==> src/rtl/shift_feeder.sv <==
// -----------------------------------------------------------------------------
// shift_feeder
//   Queues shift commands in a small FIFO and presents them, one beat at a
//   time, to a downstream barrel shifter. A normal command yields a single
//   beat carrying its own shift amount. A sweep command is expanded into
//   DATA_SIZE beats of the same word with the shift amount stepping from 0 up
//   to DATA_SIZE-1.
//
//   Handshake (both sides): a transfer happens on a rising clk edge where
//   valid and ready are both high. A valid source holds its payload stable
//   until that edge; ready never depends combinationally on the other side's
//   valid within this block, and in_ready never looks at out_ready.
//
// Ports
//   clk           clock, all state changes on its rising edge
//   rst           synchronous reset, active low
//   in_valid      upstream command present
//   in_ready      a command can be stored this cycle
//   in_data       word to be shifted
//   in_select     shift amount (ignored for sweep commands)
//   in_sweep      expand command into a full 0..DATA_SIZE-1 sweep
//   out_valid     data_out/select_out hold a beat for the shifter
//   out_ready     shifter consumes the current beat
//   data_out      registered word for the shifter data input
//   select_out    registered shift amount for the shifter select input
//   sweep_active  current beat belongs to a sweep
//   level         commands waiting in the FIFO (output register excluded)
//   state_dbg     current FSM state (IDLE/ISSUE/SWEEP) for observation
// -----------------------------------------------------------------------------
module shift_feeder #(
  parameter int DATA_SIZE = 8,
  parameter int DEPTH     = 4,
  localparam int SEL_W    = $clog2(DATA_SIZE),
  localparam int LVL_W    = $clog2(DEPTH) + 1
) (
  input  logic                 clk,
  input  logic                 rst,
  input  logic                 in_valid,
  output logic                 in_ready,
  input  logic [DATA_SIZE-1:0] in_data,
  input  logic [SEL_W-1:0]     in_select,
  input  logic                 in_sweep,
  output logic                 out_valid,
  input  logic                 out_ready,
  output logic [DATA_SIZE-1:0] data_out,
  output logic [SEL_W-1:0]     select_out,
  output logic                 sweep_active,
  output logic [LVL_W-1:0]     level,
  output logic [1:0]           state_dbg
);

  localparam int PTR_W = $clog2(DEPTH);
  localparam int ENT_W = DATA_SIZE + SEL_W + 1;

  localparam logic [1:0] ST_IDLE  = 2'd0;
  localparam logic [1:0] ST_ISSUE = 2'd1;
  localparam logic [1:0] ST_SWEEP = 2'd2;

  localparam logic [SEL_W-1:0] SEL_MAX = SEL_W'(DATA_SIZE - 1);

  // FIFO storage: entry = {data, select, sweep}
  logic [ENT_W-1:0]     mem_q [DEPTH];
  logic [PTR_W-1:0]     wr_ptr_q, wr_ptr_d;
  logic [PTR_W-1:0]     rd_ptr_q, rd_ptr_d;
  logic [LVL_W-1:0]     level_q, level_d;

  // Output register and FSM
  logic [1:0]           state_q, state_d;
  logic [DATA_SIZE-1:0] data_q, data_d;
  logic [SEL_W-1:0]     sel_q, sel_d;

  logic                 push;
  logic                 pop;
  logic                 accept;
  logic [ENT_W-1:0]     head;
  logic [DATA_SIZE-1:0] head_data;
  logic [SEL_W-1:0]     head_sel;
  logic                 head_sweep;

  // Full is judged on the registered level only, so a simultaneous pop
  // never opens room for a write in the same cycle.
  assign in_ready = (level_q < LVL_W'(DEPTH)) && rst;
  assign push     = in_valid && in_ready;
  assign accept   = out_valid && out_ready;

  assign head       = mem_q[rd_ptr_q];
  assign head_data  = head[ENT_W-1 -: DATA_SIZE];
  assign head_sel   = head[1 +: SEL_W];
  assign head_sweep = head[0];

  always_comb begin
    state_d = state_q;
    data_d  = data_q;
    sel_d   = sel_q;
    pop     = 1'b0;

    case (state_q)
      ST_IDLE: begin
        if (level_q != '0) pop = 1'b1;
      end
      ST_ISSUE, ST_SWEEP: begin
        if (accept) begin
          if (state_q == ST_SWEEP && sel_q != SEL_MAX) begin
            // Mid-sweep: step the shift amount, word stays put, FIFO untouched.
            sel_d = sel_q + SEL_W'(1);
          end else if (level_q != '0) begin
            // Last beat of the command consumed: load the next one in the
            // same edge so back-to-back commands have no bubble.
            pop = 1'b1;
          end else begin
            state_d = ST_IDLE;
          end
        end
      end
      default: state_d = ST_IDLE;
    endcase

    if (pop) begin
      data_d  = head_data;
      sel_d   = head_sweep ? '0 : head_sel;
      state_d = head_sweep ? ST_SWEEP : ST_ISSUE;
    end
  end

  always_comb begin
    wr_ptr_d = push ? wr_ptr_q + PTR_W'(1) : wr_ptr_q;
    rd_ptr_d = pop  ? rd_ptr_q + PTR_W'(1) : rd_ptr_q;
    level_d  = level_q;
    case ({push, pop})
      2'b10:   level_d = level_q + LVL_W'(1);
      2'b01:   level_d = level_q - LVL_W'(1);
      default: level_d = level_q;
    endcase
  end

  always_ff @(posedge clk) begin
    if (!rst) begin
      state_q  <= ST_IDLE;
      data_q   <= '0;
      sel_q    <= '0;
      wr_ptr_q <= '0;
      rd_ptr_q <= '0;
      level_q  <= '0;
    end else begin
      state_q  <= state_d;
      data_q   <= data_d;
      sel_q    <= sel_d;
      wr_ptr_q <= wr_ptr_d;
      rd_ptr_q <= rd_ptr_d;
      level_q  <= level_d;
    end
  end

  // Storage needs no reset: an entry is only read after it has been written.
  always_ff @(posedge clk) begin
    if (push) mem_q[wr_ptr_q] <= {in_data, in_select, in_sweep};
  end

  assign out_valid    = (state_q != ST_IDLE);
  assign sweep_active = (state_q == ST_SWEEP);
  assign data_out     = data_q;
  assign select_out   = sel_q;
  assign level        = level_q;
  assign state_dbg    = state_q;

endmodule

==> config.mk <==
export PLATFORM = sky130hd
export DESIGN_NAME = shift_feeder
export DESIGN_NICKNAME = d
export VERILOG_FILES = /design/src/rtl/shift_feeder.sv
export SDC_FILE = /design/constraint.sdc
export NUM_CORES = 1
export LEC_CHECK = 0
export ABC_AREA = 1
export CORE_ASPECT_RATIO = 1.1
export CORE_UTILIZATION = 30
export CTS_BUF_LIST = sky130_fd_sc_hd__clkbuf_8 sky130_fd_sc_hd__clkbuf_16
export DETAILED_ROUTE_END_ITERATION = 16
export GPL_TIMING_DRIVEN = 0
export PLACE_DENSITY_LB_ADDON = 0.3
export SETUP_SLACK_MARGIN = 0.4
export SLEW_MARGIN = 20
export SYNTH_ARGS = -nofsm -noshare
export SYNTH_HDL_FRONTEND = slang
export SYNTH_SLANG_ARGS = --single-unit
==> constraint.sdc <==
create_clock -name clk -period 5.6 [get_ports clk]
set_input_delay 0.56 -clock clk [delete_from_list [all_inputs] [get_ports clk]]
set_output_delay 0.56 -clock clk [all_outputs]
set_load 0.005 [all_outputs]
==> qor.yml <==
outcome:
  status: "complete, no violations"
pwr:
  max-vdd-ir-drop_uv: 204
  clockPowerShare_pct: 29.9
  p_int_mw: 1.21
  seqPwrFrac_pct: 37.4
  power.switching_mw: 0.549
  p_per_area_mw_per_mm2: 481
  leakagePower_nw: 1.38
  swShare_pct: 31.2
  combPwrFrac_pct: 32.7
worst_setup_path:
  reg2reg_from: "state_dbg[0]"
  cp-endpoint: "in_ready"
  endpoint_kind: "output port"
  startpoint: "rst"
  cp.depth: 4
  required_ps: 5040
  r2r_end: "level[2]"
  worst_r2r_path_depth: 16
  worst-path-buf-inv: 3
  crit_top_cell: "clkdlybuf4s50_1"
  cp_slowest_cell: "clkdlybuf4s50_1"
  critical_path_arrival_ps: 2070
  cp-start-kind: "input pin"
  slowest_delay_ps: 640
  critPathKind: "input pin to output port"
  ff2ff_setup_slack_ps: 3080
  crit_chain: "clkdlybuf4s50_1, inv_1, nor2_1, clkdlybuf4s50_1"
  critPathTopFamily: "buffers and inverters"
  crit_fanout: 8
final_layout:
  diodes: 0
  stdcell_area_mm2: 0.00366
  final_cell_mix: "nor2_1 (48), edfxtp_1 (48), o21ai_0 (38), clkdlybuf4s50_1 (34), inv_1 (29)"
  stdcell_count: 438
  nets: 343
  area_growth_pct: 26.1
  layout-drive-gt1-share_pct: 10.6
routing:
  route.detailed.wl_per_inst_um: 12.9
  drt_iter0_drc: 118
  ant_nets: 0
  dr.pass1.iters: 4
  post_drt_via_cell_ratio: 4.43
  routed_wl_um: 5670
  vias: 1940
  remaining_drc_errors: 0
floorplan:
  rows: 37
  die_area_mm2: 0.0101
  die_y_um: 105
  num_io_pins: 35
  initial_core_util_pct: 30.9
  dieWidth_um: 95.8
  core-area_mm2: 0.00940
clock_tree:
  numClockSinks: 70
  clk_pin_slew_ps: 70
  cts_post_setup_buffers_inserted: 0
  cts_buffers: 9
  hold_buffers: 0
  cts_tree: "built"
  cts-root-buf: "clkbuf_8"
  cts_buffer_depth: 2
  cts_resized: 0
  clock_latency_ps: 340
  cts_htree_levels: 3
place:
  place.gp.congestion: 0.693
  place_hpwl_um: 3810
  place_area_mm2: 0.00340
  place_inst: 422
  port_buffers: 34
grt:
  grt_pass1_vias: 1849
  grt_max_degree: 13
  track_usage_pct: 12.2
  overflow: 0
  antenna_found_initial: 0
  grt_pass1_wl_um: 8990
timing:
  skew_ps: 5.92
  finalSetupViolCount: 0
  min_period_ps: 2630
  worst_pin_slew_ps: 742
  slew_viol_final: 0
  finalSetupTns_ps: 0
  min_period_over_period_pct: 47.0
  fmax_mhz: 380
  relSlewSlack_pct: 50.5
  rsz0062_at_grt: "no"
  hold_viol_final: 0
synthesis:
  synthCells: 271
  synth_top_area_share_pct: 49.7
  synth_area_leaders: "edfxtp_1 (50%), dfxtp_1 (15%), nor2_1 (6.7%)"
  synth-seq-area-share_pct: 64.9
  yosys.area.top_type: "edfxtp_1"
  netlist_area_mm2: 0.00290
  yosysWarnings: 0
  synth_cell_type_count: 22
  syn_nets: 298
  yosys_register_bits: 70
  syn_area_per_cell_um2: 10.7
min_path:
  hold_path_class: "flop to flop"
  min-delay-start: "rd_ptr_q[1]"
run:
  maxCapViolCount: 0
[cells in the mapped netlist]
library cell	instances
fa_1	1
buf_4	4
nand3_1	8
buf_6	2
o21ai_0	38
nand2_1	21
clkbuf_1	1
ha_1	10
xor2_1	2
nor2_4	1
buf_2	3
nor2_1	52
inv_1	28
inv_2	2
dfxtp_1	22
a21oi_2	1
nand4_1	1
a21oi_1	13
o21ai_1	3
edfxtp_1	48
nand2_2	2
o22ai_1	8
[power by group through the flow]
stage / sequential, mW / combinational (mW) / clock (mW)
2_1_floorplan: 0.665 / 0.372 / 0
3_3_place_gp: 0.668 / 0.569 / 0
3_5_place_dp: 0.670 / 0.575 / 0
4_1_cts: 0.659 / 0.579 / 0.536
5_1_grt: 0.666 / 0.654 / 0.555
6_report: 0.658 / 0.575 / 0.527
[flip-flops by register name, indices dropped and copies added, names as in the netlist, named ones only]
signal and flops:
mem_q 48, data_out 8, level 3, select_out 3, rd_ptr_q 2, state_dbg 2
wr_ptr_q 2
[worst min-delay path by stage]
stage / endpoint / slack, ps / depth (start not counted)
finish: rd_ptr_q[1] / 500 / 2
global route: rd_ptr_q[1] / 530 / 2
CTS: flop / 500 / 2
detailed placement: flop / 480 / 2
global placement: rd_ptr_q[1] / 480 / 2
floorplan: flop / 470 / 2
[tightest hold or removal path, cell delays in order, from the launching register on]
cell and delay, ps:
dfxtp_1 320, nand2_1 60, a21oi_1 70
[stage by stage]
step / setup WS (ps) / utilization [%] / hold slack [ps] / power, mW
floorplan: 3320 / - / 469 / 1.04
global placement: 2470 / 36.1 / 484 / 1.24
global route: 2840 / 38.9 / 527 / 1.87
detailed placement: 2770 / 36.2 / 485 / 1.25
finish: 2970 / 38.9 / 499 / 1.76
CTS: 2950 / 38.9 / 504 / 1.77
[metal layers]
metal  track usage [%]  vias up  routed length (µm)
li1                  -     1011                   -
met1              15.6      873                2650
met2              18.7       44                2640
met3              2.40       12                 216
met4              7.68        0                 165
met5                 0        -                   0
[final cells by class]
type	instances	area, µm²
buffer	10	71.3
clock inverter	7	138
multi-input combinational	161	846
fill	917	5740
sequential	70	1880
timing repair buffer	34	340
clock buffer	9	124
tap	117	146
inverter	30	113
[logic make-up after synthesis]
logic type / count (synthesis) / synth area share, %
AND/OR/NAND/NOR: 85 / 11.9
flip-flops: 70 / 64.9
AO/OA/AOI/OAI: 63 / 11.3
buffers and inverters: 40 / 6.34
adder cells (fa/ha/maj): 11 / 5.00
XOR/XNOR: 2 / 0.604
Note: power is estimated with default switching activity, not from simulation.
